[config.mk]
export PLATFORM = sky130hd
export DESIGN_NAME = alu_requester_flat
export DESIGN_NICKNAME = d
export VERILOG_FILES = /design/src/rtl/alu_requester_if.sv /design/src/rtl/alu_requester.sv /design/src/flat_wrapper.sv
export SDC_FILE = /design/constraint.sdc
export NUM_CORES = 1
export LEC_CHECK = 0
export BUFFER_PORTS_ARGS = -buffer_cell sky130_fd_sc_hd__buf_2
export CAP_MARGIN = 15
export CORE_MARGIN = 10
export CORE_UTILIZATION = 41
export CTS_CLUSTER_DIAMETER = 200
export CTS_CLUSTER_SIZE = 10
export DETAILED_ROUTE_END_ITERATION = 8
export GPL_TIMING_DRIVEN = 1
export PLACE_DENSITY = 0.68
export SYNTH_ARGS = -nofsm -noshare
export SYNTH_HDL_FRONTEND = slang
export SYNTH_SLANG_ARGS = --single-unit
[constraint.sdc]
create_clock -name clk -period 8.04 [get_ports clk]
set_clock_uncertainty 0.05 [all_clocks]
set_input_delay 1.608 -clock clk [delete_from_list [all_inputs] [get_ports clk]]
set_output_delay 1.608 -clock clk [all_outputs]
set_load 0.1 [all_outputs]
[src/rtl/alu_requester_if.sv]
// Command, ALU operand/result and result-stream signals of alu_requester.
// master is the requester side; slave is the command source, ALU and result consumer.
interface alu_requester_if #(
    parameter int DATA_WIDTH = 32,
    parameter int OP_WIDTH   = 4,
    parameter int SEQ_WIDTH  = 16
);
    logic                  cmd_valid;
    logic                  cmd_ready;
    logic [OP_WIDTH-1:0]   cmd_op;
    logic [DATA_WIDTH-1:0] cmd_a;
    logic [DATA_WIDTH-1:0] cmd_b;
    logic [OP_WIDTH-1:0]   alu_op;
    logic [DATA_WIDTH-1:0] alu_a;
    logic [DATA_WIDTH-1:0] alu_b;
    logic [DATA_WIDTH-1:0] alu_r;
    logic                  res_valid;
    logic                  res_ready;
    logic [DATA_WIDTH-1:0] res_data;
    logic [OP_WIDTH-1:0]   res_op;
    logic [DATA_WIDTH-1:0] res_a;
    logic [DATA_WIDTH-1:0] res_b;
    logic [SEQ_WIDTH-1:0]  res_seq;
    logic                  busy;

    modport master (
        input  cmd_valid, cmd_op, cmd_a, cmd_b, alu_r, res_ready,
        output cmd_ready, alu_op, alu_a, alu_b,
        output res_valid, res_data, res_op, res_a, res_b, res_seq, busy
    );

    modport slave (
        output cmd_valid, cmd_op, cmd_a, cmd_b, alu_r, res_ready,
        input  cmd_ready, alu_op, alu_a, alu_b,
        input  res_valid, res_data, res_op, res_a, res_b, res_seq, busy
    );
endinterface

[src/rtl/alu_requester.sv]
// Buffers ALU commands in a FIFO, drives them to a combinational ALU one at a time
// and returns each captured result with echoed operands and a sequence number.
module alu_requester #(
    parameter int DATA_WIDTH    = 32,
    parameter int OP_WIDTH      = 4,
    parameter int FIFO_DEPTH    = 4,
    parameter int SETTLE_CYCLES = 1,
    parameter int SEQ_WIDTH     = 16
) (
    input  logic            clk,
    input  logic            rst_n,
    alu_requester_if.master bus
);
    localparam int AW = $clog2(FIFO_DEPTH);
    localparam int CW = (SETTLE_CYCLES > 1) ? $clog2(SETTLE_CYCLES) : 1;

    typedef enum logic [1:0] {IDLE, DRIVE, HOLD} state_t;

    state_t state, state_nxt;

    logic [OP_WIDTH-1:0]   fifo_op [FIFO_DEPTH];
    logic [DATA_WIDTH-1:0] fifo_a  [FIFO_DEPTH];
    logic [DATA_WIDTH-1:0] fifo_b  [FIFO_DEPTH];
    logic [AW-1:0]         wr_ptr, rd_ptr;
    logic [AW:0]           count;

    logic [CW-1:0]         settle;
    logic [SEQ_WIDTH-1:0]  seq_cnt;
    logic [OP_WIDTH-1:0]   alu_op;
    logic [DATA_WIDTH-1:0] alu_a, alu_b;
    logic                  res_valid;
    logic [DATA_WIDTH-1:0] res_data, res_a, res_b;
    logic [OP_WIDTH-1:0]   res_op;
    logic [SEQ_WIDTH-1:0]  res_seq;

    logic push, pop, capture, fifo_empty;

    // No bypass: a full FIFO refuses even when the FSM pops in the same cycle
    assign fifo_empty    = (count == '0);
    assign bus.cmd_ready = rst_n && (count < (AW+1)'(FIFO_DEPTH));
    assign push          = bus.cmd_valid && bus.cmd_ready;
    assign bus.busy      = (state != IDLE) || !fifo_empty;

    assign bus.alu_op    = alu_op;
    assign bus.alu_a     = alu_a;
    assign bus.alu_b     = alu_b;
    assign bus.res_valid = res_valid;
    assign bus.res_data  = res_data;
    assign bus.res_op    = res_op;
    assign bus.res_a     = res_a;
    assign bus.res_b     = res_b;
    assign bus.res_seq   = res_seq;

    always_comb begin
        state_nxt = state;
        pop       = 1'b0;
        capture   = 1'b0;
        case (state)
            IDLE: begin
                if (!fifo_empty) begin
                    pop       = 1'b1;
                    state_nxt = DRIVE;
                end
            end
            DRIVE: begin
                if (settle == '0) begin
                    capture   = 1'b1;
                    state_nxt = HOLD;
                end
            end
            HOLD: begin
                if (bus.res_ready) begin
                    pop       = !fifo_empty;
                    state_nxt = fifo_empty ? IDLE : DRIVE;
                end
            end
            default: state_nxt = IDLE;
        endcase
    end

    // Storage needs no reset; occupancy is tracked by count
    always_ff @(posedge clk) begin
        if (push) begin
            fifo_op[wr_ptr] <= bus.cmd_op;
            fifo_a[wr_ptr]  <= bus.cmd_a;
            fifo_b[wr_ptr]  <= bus.cmd_b;
        end
    end

    always_ff @(posedge clk or negedge rst_n) begin
        if (!rst_n) begin
            state     <= IDLE;
            wr_ptr    <= '0;
            rd_ptr    <= '0;
            count     <= '0;
            settle    <= '0;
            seq_cnt   <= '0;
            alu_op    <= '0;
            alu_a     <= '0;
            alu_b     <= '0;
            res_valid <= 1'b0;
            res_data  <= '0;
            res_op    <= '0;
            res_a     <= '0;
            res_b     <= '0;
            res_seq   <= '0;
        end else begin
            state <= state_nxt;
            if (push) wr_ptr <= wr_ptr + 1'b1;
            if (pop)  rd_ptr <= rd_ptr + 1'b1;
            case ({push, pop})
                2'b10:   count <= count + 1'b1;
                2'b01:   count <= count - 1'b1;
                default: count <= count;
            endcase

            if (pop) begin
                alu_op <= fifo_op[rd_ptr];
                alu_a  <= fifo_a[rd_ptr];
                alu_b  <= fifo_b[rd_ptr];
                settle <= CW'(SETTLE_CYCLES - 1);
            end else if (state == DRIVE && settle != '0) begin
                settle <= settle - 1'b1;
            end

            if (capture) begin
                res_data  <= bus.alu_r;
                res_op    <= alu_op;
                res_a     <= alu_a;
                res_b     <= alu_b;
                res_seq   <= seq_cnt;
                seq_cnt   <= seq_cnt + 1'b1;
                res_valid <= 1'b1;
            end else if (state == HOLD && bus.res_ready) begin
                res_valid <= 1'b0;
            end
        end
    end
endmodule

[src/flat_wrapper.sv]
// flat-port wrapper written by rule: the top's interface ports become plain ports
module alu_requester_flat 
#(
    parameter int DATA_WIDTH    = 32,
    parameter int OP_WIDTH      = 4,
    parameter int FIFO_DEPTH    = 4,
    parameter int SETTLE_CYCLES = 1,
    parameter int SEQ_WIDTH     = 16
)
  (clk, rst_n, bus_cmd_valid, bus_cmd_op, bus_cmd_a, bus_cmd_b, bus_alu_r, bus_res_ready, bus_cmd_ready, bus_alu_op, bus_alu_a, bus_alu_b, bus_res_valid, bus_res_data, bus_res_op, bus_res_a, bus_res_b, bus_res_seq, bus_busy);
  alu_requester_if #(.DATA_WIDTH(DATA_WIDTH), .OP_WIDTH(OP_WIDTH), .SEQ_WIDTH(SEQ_WIDTH)) bus_i ();
  input  logic clk;
  input  logic rst_n;
  input wire logic [$bits(bus_i.cmd_valid)-1:0] bus_cmd_valid;
  input wire logic [$bits(bus_i.cmd_op)-1:0] bus_cmd_op;
  input wire logic [$bits(bus_i.cmd_a)-1:0] bus_cmd_a;
  input wire logic [$bits(bus_i.cmd_b)-1:0] bus_cmd_b;
  input wire logic [$bits(bus_i.alu_r)-1:0] bus_alu_r;
  input wire logic [$bits(bus_i.res_ready)-1:0] bus_res_ready;
  output wire logic [$bits(bus_i.cmd_ready)-1:0] bus_cmd_ready;
  output wire logic [$bits(bus_i.alu_op)-1:0] bus_alu_op;
  output wire logic [$bits(bus_i.alu_a)-1:0] bus_alu_a;
  output wire logic [$bits(bus_i.alu_b)-1:0] bus_alu_b;
  output wire logic [$bits(bus_i.res_valid)-1:0] bus_res_valid;
  output wire logic [$bits(bus_i.res_data)-1:0] bus_res_data;
  output wire logic [$bits(bus_i.res_op)-1:0] bus_res_op;
  output wire logic [$bits(bus_i.res_a)-1:0] bus_res_a;
  output wire logic [$bits(bus_i.res_b)-1:0] bus_res_b;
  output wire logic [$bits(bus_i.res_seq)-1:0] bus_res_seq;
  output wire logic [$bits(bus_i.busy)-1:0] bus_busy;
  assign bus_i.cmd_valid = bus_cmd_valid;
  assign bus_i.cmd_op = bus_cmd_op;
  assign bus_i.cmd_a = bus_cmd_a;
  assign bus_i.cmd_b = bus_cmd_b;
  assign bus_i.alu_r = bus_alu_r;
  assign bus_i.res_ready = bus_res_ready;
  assign bus_cmd_ready = bus_i.cmd_ready;
  assign bus_alu_op = bus_i.alu_op;
  assign bus_alu_a = bus_i.alu_a;
  assign bus_alu_b = bus_i.alu_b;
  assign bus_res_valid = bus_i.res_valid;
  assign bus_res_data = bus_i.res_data;
  assign bus_res_op = bus_i.res_op;
  assign bus_res_a = bus_i.res_a;
  assign bus_res_b = bus_i.res_b;
  assign bus_res_seq = bus_i.res_seq;
  assign bus_busy = bus_i.busy;
  alu_requester #(.DATA_WIDTH(DATA_WIDTH), .OP_WIDTH(OP_WIDTH), .FIFO_DEPTH(FIFO_DEPTH), .SETTLE_CYCLES(SETTLE_CYCLES), .SEQ_WIDTH(SEQ_WIDTH)) u_core (.clk(clk), .rst_n(rst_n), .bus(bus_i));
endmodule
# == Yosys cells after proc, flatten, opt, wreduce, memory -nomap -nowiden ==
# Memories as Yosys holds them, arrays and structs flattened. A register that Yosys moved wholly into a read port is not among the register bits.
# Index checks and enable logic that the tools add are counted.
# totals
register_bits,143
latchBits,0
ramBits,272
romBits,0
input_bits,104
memories,3
# classes
addsub,6
multipliers,0
n_div,0
order_cmp,1
n_eq_ne,7
shifts,0
n_mux,17
bitwise_logic,0
reduce_logical,16
# memory_table
name,depth,word_bits,rd,rd_clocked_by_memory_dff,wr,line,source
u_core.fifo_a,4,32,1,1,1,alu_requester.sv:22,logic [DATA_WIDTH-1:0] fifo_a [FIFO_DEPTH];
u_core.fifo_b,4,32,1,1,1,alu_requester.sv:23,logic [DATA_WIDTH-1:0] fifo_b [FIFO_DEPTH];
u_core.fifo_op,4,4,1,1,1,alu_requester.sv:21,logic [OP_WIDTH-1:0] fifo_op [FIFO_DEPTH];
# ops
op,n
"16-bit by 1-bit adder with 16-bit output, second input constant",1
1-bit two-way mux,11
2-bit nonzero test,4
2-bit two-way mux,3
"2-bit inequality test, second input constant",3
2-bit one-hot mux with 3 select lines,1
3-bit one-hot mux with 2 select lines,1
"2-bit by 1-bit adder with 2-bit output, second input constant",2
"2-bit by 1-bit equality test with 1-bit output, second input constant",2
"2-bit equality test, second input constant",2
1-bit logical AND,4
1-bit zero test,4
"3-bit by 1-bit adder with 3-bit output, second input constant",1
3-bit zero test,1
"3-bit < comparator, second input constant",1
3-bit AND reduction,1
"3-bit by 1-bit subtractor with 3-bit output, second input constant",1
2-bit zero test,1
1-bit one-hot mux with 2 select lines,1
1-bit logical OR,1
"1-bit subtractor, second input constant",1

# == Longest topological paths before layout ==
# Gate-level depths: netlist of the first run.
# logic_depth
ltp_word,6
depth_mapped,9
depth_no_buf,9

# == Worst setup path after synthesis of the first run ==
# Ideal clock, no wire load.
# synth_path
kind,input to register
start,input rst_n
end,memory u_core.fifo_a[0][0] (enable)
arrival_ns,4.875
slack_ns,2.681
path_stages,2
path_buffers,0
path_cell_list,nor2b_1 -> and3_1
# synth_via
elab_chain_cells,4
# synth_rtl
item,line,source
"start, declared",flat_wrapper.sv:13,input logic rst_n;
1-bit logical AND,alu_requester.sv:40,assign bus.cmd_ready = rst_n && (count < (AW+1)'(FIFO_DEPTH));
1-bit logical AND,alu_requester.sv:41,assign push = bus.cmd_valid && bus.cmd_ready;
1-bit two-way mux,alu_requester.sv:83,if (push) begin
1-bit two-way mux (not written as such),alu_requester.sv:85,fifo_a[wr_ptr] <= bus.cmd_a;
"end, declared",alu_requester.sv:22,
# No other way between the ends.

# == Worst setup path after layout of the first run ==
# layout_path
start,input rst_n
end,output bus_cmd_ready
# layout_via
elab_chain_cells,1
# layout_rtl
item,line,source
1-bit logical AND,alu_requester.sv:40,
"end, declared",flat_wrapper.sv:20,output wire logic [$bits(bus_i.cmd_ready)-1:0] bus_cmd_ready;
# No other way between the ends.

==> summary.md, run 1 <==
| Metric | Value |
|---|---|
| Hold Buf Count CTS | 0 |
| Layout Cells excl Fill | just over 2000 |
| Final core occ | between 50% and 60% |
| Final setup fails | 0 |
| Area delta synth->final | 20.6% |
| M1 WL | ~17 mm |
| 1st-iter DRT viols | roughly 600 |
| Die width | approximately 230 um |
| Critical path cell sequence | buf_8 > nor2b_1 > buf_2 |
| Longest Clk Path Bufs | 3 |
| HPWL after DPL | between 20 and 25 mm |
| Startpoint types | input port |
| Slew headroom | about 43% |
| Cell family with most CP delay | buffers and inverters |
| Seq/Total Area, Yosys | about three quarters |
| Placed instance count | slightly below 2000 |
| Die Ht | 229 um |
| Drt pass-1 iters | 4 |
| Final worst setup slack | between 3 and 4 ns |
| Tcrit/Tclk final | roughly three fifths |
| Vias | 9916 |
| CTS Root Cell | clkbuf_16 |
| Gate Count Post-Synth | 1103 |
| Global-route usage over all layers | about 15% |
| Arrival time at the worst endpoint | 3.17 ns |
| Largest net degree at the start of global routing | 96 |
| CTS tree | done |
| FMAX | about 210 MHz |
| Clock transition at path regs | roughly 0.050 ns |
| CTS Sinks | around 480 |
| Die area | around 0.052 mm2 |
| Port bufs | between 200 and 300 |
| Routability cong. | between 0.7 and 0.8 |
| Synth Cell Area | between 0.015 and 0.02 mm2 |
| HP Class | flip-flop to flip-flop |
| WL per Instance | about 19 um |
| Slew @ Worst Pin | approximately 0.85 ns |
| Max-cap viol count | 0 |
| Outcome | complete, no violations |
| #FFs+latches synth | between 400 and 500 |
| Crit-path max FO | between 90 and 100 |
| Initial Util | between 40% and 50% |
| CP Class | input port to primary output |
| WL final | 39.5 mm |
| DR vias/cell | 4.85 |
| I/O pin count | 291 |
| Setup_tns | 0 ns |
| Unique masters post-synth | 31 |
| Num rows | 76 |
| Post-CTS Setup Inserts | 0 |
| Initial antenna violation count | 10 |
| Skew-Pair Late Insertion Delay | a little under 0.6 ns |
| Slowest CP cell | buf_2 |
| Fin crit period | around 4.8 ns |
| Worst EP required | roughly 6.4 ns |
| Fin. Hold Viols | 0 |
| Grt total ovfl | 0 |
| Dpl ws | between 3 and 4 ns |
| Met3 WL | roughly 2.6 mm |
| RSZ-0062 raised after global routing | no |
| First-pass GRT wire length | 62.0 mm |
| Crit end category | primary output |
| Worst Path Buf+Inv | 2 |
| Drc violations | 0 |
| Final net count | about 1500 |
| CTS Buf Count | 54 |
| Slew Viols, Final | 0 |
| Fillers | between 3000 and 4000 |
| Synth warnings | 0 |
| Post_cts resized | 0 |
| H-tree levels | 2 |
| Syn Area/Cell | approximately 16 um2 |
| Layout cells sized above 1 | roughly a third |
| WL met2 | 18.8 mm |
| Vias in the first global route | ~11000 |
| ANT nets after route | 0 |
| Syn_nets | about 1200 |
| Core area | about 0.043 mm2 |
| Top sig layer | met5 |
| CP max stage delay | about 0.52 ns |
-- final timing paths --
check                                        startpoint  cells after the start  slack (ns)                      end
max in group asynchronous                         rst_n                      2        5.61      u_core.bus.alu_a[4]
min in group asynchronous                         rst_n                      1        0.97     u_core.bus.res_op[1]
worst max register to register         u_core.rd_ptr[0]                      3        5.33      u_core.bus.alu_a[0]
worst min register to register  u_core.bus.res_data[23]                      2        0.41  u_core.bus.res_data[23]
worst min-delay path            u_core.bus.res_data[23]                      2        0.41  u_core.bus.res_data[23]
worst max-delay path                              rst_n                      3        3.21            bus_cmd_ready
-- synthesized netlist by cell type --
master    number  area share, %
and2_1         2          0.070
buf_2         28           0.78
buf_6          2           0.13
xnor2_1       14           0.68
nor3_1         1          0.028
nor2b_1        2          0.070
edfxtp_1     272             46
buf_4          1          0.042
or3b_4         1          0.063
ha_1           6           0.42
mux4_2        68            8.6
mux2_1         3           0.19
a21o_1         1          0.042
and4_1         1          0.049
nor3b_1        1          0.042
nor2_1         6           0.13
nand3_1        2          0.056
fa_1           1           0.11
nand2_1      360            7.5
o21ai_0        2          0.056
clkbuf_1      19           0.40
a21oi_1        1          0.028
mux2i_1        1          0.056
mux2_2        65            4.1
inv_1          8           0.17
a31o_2         1          0.049
dfrtp_1      211             29
and3_1         6           0.21
nor3_4         3           0.27
xor2_1         7           0.34
nand4_1        7           0.24
-- worst min-delay path, cell delays in order (launching register included) --
cell and delay (ns):
dfrtp_1 0.33, nand2_1 0.05, nand2_1 0.05
-- metal layers --
layer | vias up | GRT usage, %
li1 | 4558 | -
met1 | 4995 | 19.1
met2 | 273 | 24.1
met3 | 78 | 4.26
met4 | 12 | 5.21
met5 | - | 0
-- through the flow --
stage	hold WS, ns	cell area [um2]
global placement	0.402	20000
CTS	0.420	21600
floorplan	0.395	17900
detailed placement	0.406	20000
finish	0.415	21600
global route	0.434	21600
-- state kept, by name, indices dropped and copies added (netlist names), 16 cells and up --
signal               flops
u_core.bus.alu_b        32
u_core.fifo_a          128
u_core.bus.res_b        32
u_core.fifo_b          128
u_core.fifo_op          16
u_core.bus.res_data     32
u_core.bus.res_seq      16
u_core.bus.res_a        32
u_core.seq_cnt          16
u_core.bus.alu_a        32
-- logic make-up after synthesis --
kind of cell	Yosys count	synth area share [%]
DFF	483	75.1
and+or+nand+nor	392	8.78
xor gates and xnor gates	21	1.03
buffers and inverters	58	1.52
adders and majority gates	7	0.531
muxes	137	12.9
AOI/OAI and AO/OA	5	0.175
-- cell usage in the layout, fill, tap and decap left out, types with 3 or more instances in the layout --
master       n
nand2_1    360
buf_2      289
edfxtp_1   272
dfrtp_1    209
mux4_2      68
mux2_2      65
clkbuf_16   56
clkbuf_1    40
xnor2_1     14
buf_4       13
inv_1        8
nand4_1      7
xor2_1       7
nor2_1       6
ha_1         6
diode_2      5
and3_4       4
nor3_4       3
mux2_1       3
-- final cells by class --
class | instances | area, um2 | area share [%]
Antenna cell | 5 | 12.5 | 0.0579
Clock buffer | 96 | 1550 | 7.19
Clock inverter | 2 | 38.8 | 0.180
Inverter | 8 | 30.0 | 0.139
Multi-Input combinational cell | 562 | 4210 | 19.5
Sequential cell | 483 | 13500 | 62.3
Tap cell | 585 | 732 | 3.39
Timing Repair Buffer | 303 | 1560 | 7.22
Power of run 1 is left out: the tool's default activity adds up to more than one toggle a clock period on the data nets, which glitch-free logic cannot reach.
==> inputs of run 2 (changes only) <==
--- a/config.mk
+++ b/config.mk
@@ -13,7 +13,7 @@
 export CTS_CLUSTER_SIZE = 10
 export DETAILED_ROUTE_END_ITERATION = 8
 export GPL_TIMING_DRIVEN = 1
-export PLACE_DENSITY = 0.68
+export PLACE_DENSITY = 0.7
 export SYNTH_ARGS = -nofsm -noshare
 export SYNTH_HDL_FRONTEND = slang
 export SYNTH_SLANG_ARGS = --single-unit
==> constraint.sdc (replaced) <==
create_clock -name clk -period 4.3 [get_ports clk]
set_clock_uncertainty 0.05 [all_clocks]
set_input_delay 0.86 -clock clk [delete_from_list [all_inputs] [get_ports clk]]
set_output_delay 0.86 -clock clk [all_outputs]
set_load 0.1 [all_outputs]
==> run 2 against run 1 <==
Against the previous run:
- register-to-register slack worse by 3.4 ns
- global-route usage up 0.19 points
- utilization up 0.078 points
- sequential share of layout area down 0.097 points
- first-iteration DRC count up 2.2%
- worst setup slack worse by 2.0 ns
- critical path depth unchanged
- cell count down 0.34%
- die area unchanged
- highest routed layer unchanged
- clock-buffer cell count down 5
==> summary.md, run 2 (synthesis gave the netlist of run 1 again) <==
| Metric | Value |
|---|---|
| Fin crit period | just over 3 ns |
| Startpoint types | input port (unchanged) |
| 1st-iter DRT viols | 616 (was 603) |
| Initial Util | 41.5% (unchanged) |
| Tcrit/Tclk final | a little over two thirds |
| Crit end category | primary output (unchanged) |
| Slew @ Worst Pin | 1.14 ns (was 0.855 ns) |
| Area delta synth->final | 20.8% (was 20.6%) |
| Largest net degree at the start of global routing | 121 (was 96) |
| WL final | 40.1 mm (was 39.5 mm) |
| Worst EP required | 3.39 ns (was 6.38 ns) |
| Drc violations | 0 (unchanged) |
| Vias | 9973 (was 9916) |
| Post-CTS Setup Inserts | 0 (unchanged) |
| Hold Buf Count CTS | 0 (unchanged) |
| Die width | 229 um (unchanged) |
| Skew-Pair Late Insertion Delay | 0.59 ns (about the same) |
| RSZ-0062 raised after global routing | no (unchanged) |
| Port bufs | 290 (unchanged) |
| Commonest non-fill, non-tap cell in the layout | nand2_1 (unchanged) |
| Outcome | complete, no violations (unchanged) |
| Slew Viols, Final | 0 (unchanged) |
| CTS Sinks | 483 (unchanged) |
| Final setup fails | 0 (unchanged) |
| Routability cong. | 0.793 (was 0.751) |
| Dpl ws | 1.24 ns (was 3.16 ns) |
| CP Class | input port to primary output (unchanged) |
| Post_cts resized | 0 (unchanged) |
| Commonest cells after routing, fill and taps aside | nand2_1 (360), buf_2 (289), edfxtp_1 (272), dfrtp_1 (209), mux4_2 (68) (unchanged) |
| Core area | 0.0432 mm2 (unchanged) |
| Slew headroom | 24.1% (was 43.0%) |
| WL per Instance | 19.7 um (was 19.3 um) |
| Grt total ovfl | 0 (unchanged) |
| Die Ht | 229 um (unchanged) |
| H-tree levels | 2 (unchanged) |
| CTS Root Cell | clkbuf_16 (unchanged) |
| Vias in the first global route | 10500 (about the same) |
| Final worst setup slack | 1.26 ns (was 3.21 ns) |
| HP Class | input port to asynchronous set/reset pin (was flip-flop to flip-flop) |
| Fin. Hold Viols | 0 (unchanged) |
| CTS tree | done (unchanged) |
| Arrival time at the worst endpoint | 2.13 ns (was 3.17 ns) |
| I/O pin count | 291 (unchanged) |
| Final net count | 1522 (was 1523) |
| Die area | 0.0524 mm2 (unchanged) |
| Initial antenna violation count | 10 (unchanged) |
| DR vias/cell | 4.90 (was 4.85) |
| ANT nets after route | 0 (unchanged) |
| Clock transition at path regs | 0.05 ns (about the same) |
| FMAX | around 330 MHz |
| Num rows | 76 (unchanged) |
| Global-route usage over all layers | 15.2% (was 15.0%) |
| HPWL after DPL | 25.0 mm (about the same) |
| Crit-path max FO | 50 (was 95) |
| Setup_tns | 0 ns (unchanged) |
| Drt pass-1 iters | 4 (unchanged) |
| Biggest regs | u_core.fifo_a (128), u_core.fifo_b (128) (unchanged) |
| Max-cap viol count | 0 (unchanged) |
| CTS Buf Count | 54 (unchanged) |
| Layout cells sized above 1 | 34.9% (was 34.8%) |
| First-pass GRT wire length | 62.5 mm (was 62.0 mm) |
| Longest Clk Path Bufs | 3 (unchanged) |
==> run 2: final cells by class <==
| cell class | count | area (um2) |
|---|---|---|
| clock inverter | 3 | 37.5 |
| clock buffer | 91 | 1510 |
| inverter | 8 | 30.0 |
| sequential | 483 | 13500 |
| timing repair buffer | 302 | 1640 |
| multi-input combinational | 562 | 4210 |
| antenna | 3 | 7.51 |
| tap | 585 | 732 |
| fill | 3660 | 21500 |
==> run 2: metrics by stage <==
step / area (um2) / utilization (%) / instances / hold WS [ns]
2_1_floorplan: 17900 / - / 1103 / 0.395
3_3_place_gp: 20100 / 46.5 / 1940 / 0.402
3_5_place_dp: 20100 / 46.5 / 1940 / 0.407
4_1_cts: 21600 / 50.1 / 2034 / 0.0905
5_1_grt: 21600 / 50.1 / 2035 / 0.121
6_report: 21600 / 50.1 / 2037 / 0.116
==> run 2: metal layers <==
metal / GRT usage [%] / vias up / share of wire (%) / wire [um]
li1: - / 4549 / - / -
met1: 19.2 / 5068 / 43 / 17100
met2: 24.7 / 283 / 48 / 19400
met3: 4.99 / 61 / 7.3 / 2940
met4: 4.22 / 12 / 1.5 / 605
met5: 0 / - / 0.21 / 83
==> run 2: worst max-delay path: stages <==
cell and delay (ns):
buf_8 0.29, nor2b_1 0.41, buf_2 0.53
==> run 2: path summary, 6_finish.rpt <==
check	startpoint	end	slack, ns	cells after the start
setup / recovery	rst_n	bus_cmd_ready	1.26	3
hold / removal	rst_n	u_core.bus.res_seq[4]	0.12	1
setup reg to reg	u_core.rd_ptr[0]	u_core.bus.alu_a[20]	1.93	3
min in group clk	bus_alu_r[20]	u_core.bus.res_data[20]	0.41	3
hold reg to reg	u_core.bus.res_op[2]	u_core.bus.res_op[2]	0.42	2
max in group asynchronous	rst_n	u_core.seq_cnt[10]	2.18	3
Power of run 2 is left out for the same reason.
==> inputs of run 3 (changes only) <==
--- a/config.mk
+++ b/config.mk
@@ -13,7 +13,7 @@
 export CTS_CLUSTER_SIZE = 10
 export DETAILED_ROUTE_END_ITERATION = 8
 export GPL_TIMING_DRIVEN = 1
-export PLACE_DENSITY = 0.7
+export PLACE_DENSITY = 0.68
 export SYNTH_ARGS = -nofsm -noshare
 export SYNTH_HDL_FRONTEND = slang
 export SYNTH_SLANG_ARGS = --single-unit
==> constraint.sdc (replaced) <==
create_clock -name clk -period 3.2 [get_ports clk]
set_clock_uncertainty 0.05 [all_clocks]
set_input_delay 0.64 -clock clk [delete_from_list [all_inputs] [get_ports clk]]
set_output_delay 0.64 -clock clk [all_outputs]
set_load 0.1 [all_outputs]
==> run 3 against run 2 <==
Against the previous run:
- global-route usage barely moved
- clock-buffer cell count is 5 higher
- worst hold slack better by 0.078 ns
- cell area increased by 0.63%
- die area unchanged
- worst setup slack lost 0.75 ns
- critical endpoint unchanged
- largest cell class unchanged
==> summary.md, run 3 (synthesis gave the netlist of run 1 again) <==
| Metric | Value |
|---|---|
| Outcome | complete, no violations (unchanged) |
| Final net count | 1529 (was 1522) |
| DR vias/cell | 4.89 (was 4.90) |
| Worst Path Buf+Inv | 3 (was 2) |
| Routability cong. | 0.753 (was 0.793) |
| Grt total ovfl | 0 (unchanged) |
| WL final | 40.0 mm (was 40.1 mm) |
| Commonest non-fill, non-tap cell in the layout | nand2_1 (unchanged) |
| Slew @ Worst Pin | 0.897 ns (was 1.14 ns) |
| WL per Instance | 19.5 um (was 19.7 um) |
| Crit-path max FO | 20 (was 50) |
| Core area | 0.0432 mm2 (unchanged) |
| FMAX | ~370 MHz |
| Cell family with most CP delay | buffers and inverters (unchanged) |
| Final setup fails | 0 (unchanged) |
| CTS tree | done (unchanged) |
| Fillers | 3689 (was 3660) |
| Num rows | 76 (unchanged) |
| Startpoint types | input port (unchanged) |
| Max-cap viol count | 0 (unchanged) |
| Fin. Hold Viols | 0 (unchanged) |
| HP Class | input port to flip-flop (was input port to asynchronous set/reset pin) |
| First-pass GRT wire length | 62.7 mm (was 62.5 mm) |
| Port bufs | 290 (unchanged) |
| Slew Viols, Final | 0 (unchanged) |
| HPWL after DPL | 25.2 mm (was 25.0 mm) |
| Drc violations | 0 (unchanged) |
| Die area | 0.0524 mm2 (unchanged) |
| Global-route usage over all layers | 15.2% (about the same) |
| Initial antenna violation count | 13 (was 10) |
| Area delta synth->final | 21.5% (was 20.8%) |
| Crit end category | primary output (unchanged) |
| Critical path cell sequence | dlygate4sd3_1 > buf_8 > nor2b_2 > buf_12 (was buf_8 > nor2b_1 > buf_2) |
| Layout cells sized above 1 | 35.1% (was 34.9%) |
| Drt pass-1 iters | 6 (was 4) |
| Die width | 229 um (unchanged) |
| CP Class | input port to primary output (unchanged) |
| Slew headroom | 40.2% (was 24.1%) |
| Tcrit/Tclk final | a little over four fifths |
| Commonest cells after routing, fill and taps aside | nand2_1 (360), buf_2 (288), edfxtp_1 (272), dfrtp_1 (209), mux4_2 (68) (was nand2_1 (360), buf_2 (289), edfxtp_1 (272), dfrtp_1 (209), mux4_2 (68)) |
| CP max stage delay | 0.56 ns (was 0.53 ns) |
| RSZ-0062 raised after global routing | no (unchanged) |
| Skew-Pair Late Insertion Delay | 0.59 ns (about the same) |
| Fin crit period | 2.69 ns |
| CTS Root Cell | clkbuf_16 (unchanged) |
| Setup_tns | 0 ns (unchanged) |
| Post_cts resized | 0 (unchanged) |
| CTS Sinks | 483 (unchanged) |
| Worst EP required | 2.51 ns (was 3.39 ns) |
| Die Ht | 229 um (unchanged) |
| Slowest CP cell | dlygate4sd3_1 (was buf_2) |
| Arrival time at the worst endpoint | 2.00 ns (was 2.13 ns) |
| Initial Util | 41.5% (unchanged) |
| CTS Buf Count | 54 (unchanged) |
| H-tree levels | 2 (unchanged) |
| 1st-iter DRT viols | 568 (was 616) |
| I/O pin count | 291 (unchanged) |
| Vias | 10000 (was 9973) |
| Vias in the first global route | 10600 (was 10500) |
| Clock transition at path regs | 0.05 ns (about the same) |
| Longest Clk Path Bufs | 3 (unchanged) |
| Biggest regs | u_core.fifo_a (128), u_core.fifo_b (128) (unchanged) |
| ANT nets after route | 0 (unchanged) |
| Largest net degree at the start of global routing | 127 (was 121) |
## run 3: cell count changes in the layout (fill, tap and decap cells not counted), sizes merged
| cell | change |
|---|---|
| buf | +6 |
| clkbuf | +5 |
| inv | -2 |
| clkinv | +1 |
| diode | -1 |
| dlygate4sd3 | +1 |
## run 3: worst paths after layout
path	start	to	slack, ns	cells past startpoint
min in group asynchronous	rst_n	u_core.bus.res_seq[4]	0.41	2
worst min-delay path	bus_alu_r[30]	u_core.bus.res_data[30]	0.19	3
max in group asynchronous	rst_n	u_core.bus.res_a[26]	1.54	3
worst max-delay path	rst_n	bus_cmd_ready	0.51	4
worst min register to register	u_core.bus.res_b[7]	u_core.bus.res_b[7]	0.42	2
worst max register to register	u_core.rd_ptr[0]	u_core.bus.alu_b[8]	1.04	3
## run 3: repair_timing
action	CTS	global route
hold buffers	1	0
hold endpoints to repair	17	0
setup buffers	0	0
## run 3: final cells by class
class | instances | area [um2] | area share, %
flip-flops and latches | 483 | 13500 | 61.8
multi-input cells | 562 | 4220 | 19.4
repair buffers | 309 | 1730 | 7.97
clock buffers | 96 | 1550 | 7.13
well taps | 585 | 732 | 3.36
clock inverters | 2 | 38.8 | 0.178
inverters | 8 | 30.0 | 0.138
diodes | 2 | 5.00 | 0.0230
## run 3: through the flow
| stage | setup slack, ns | cell area, um2 | instances | util [%] | hold slack [ns] |
|---|---|---|---|---|---|
| floorplan | 0.131 | 17900 | 1103 | - | 0.294 |
| global placement | 0.742 | 20200 | 1946 | 46.7 | 0.401 |
| detailed placement | 0.740 | 20200 | 1946 | 46.7 | 0.407 |
| CTS | 0.500 | 21800 | 2045 | 50.4 | 0.159 |
| global route | 0.424 | 21800 | 2047 | 50.4 | 0.168 |
| finish | 0.507 | 21800 | 2047 | 50.4 | 0.194 |
## run 3: worst min-delay path: stages
cell	delay [ns]
buf_2	0.07
nand2_1	0.04
nand2_1	0.05
## run 3: routing by layer
layer / track usage, % / wire, um
met5: 0 / 69
met4: 3.72 / 728
met3: 5.22 / 2980
met2: 24.8 / 19300
met1: 19.0 / 17000
Power of run 3 is left out for the same reason.
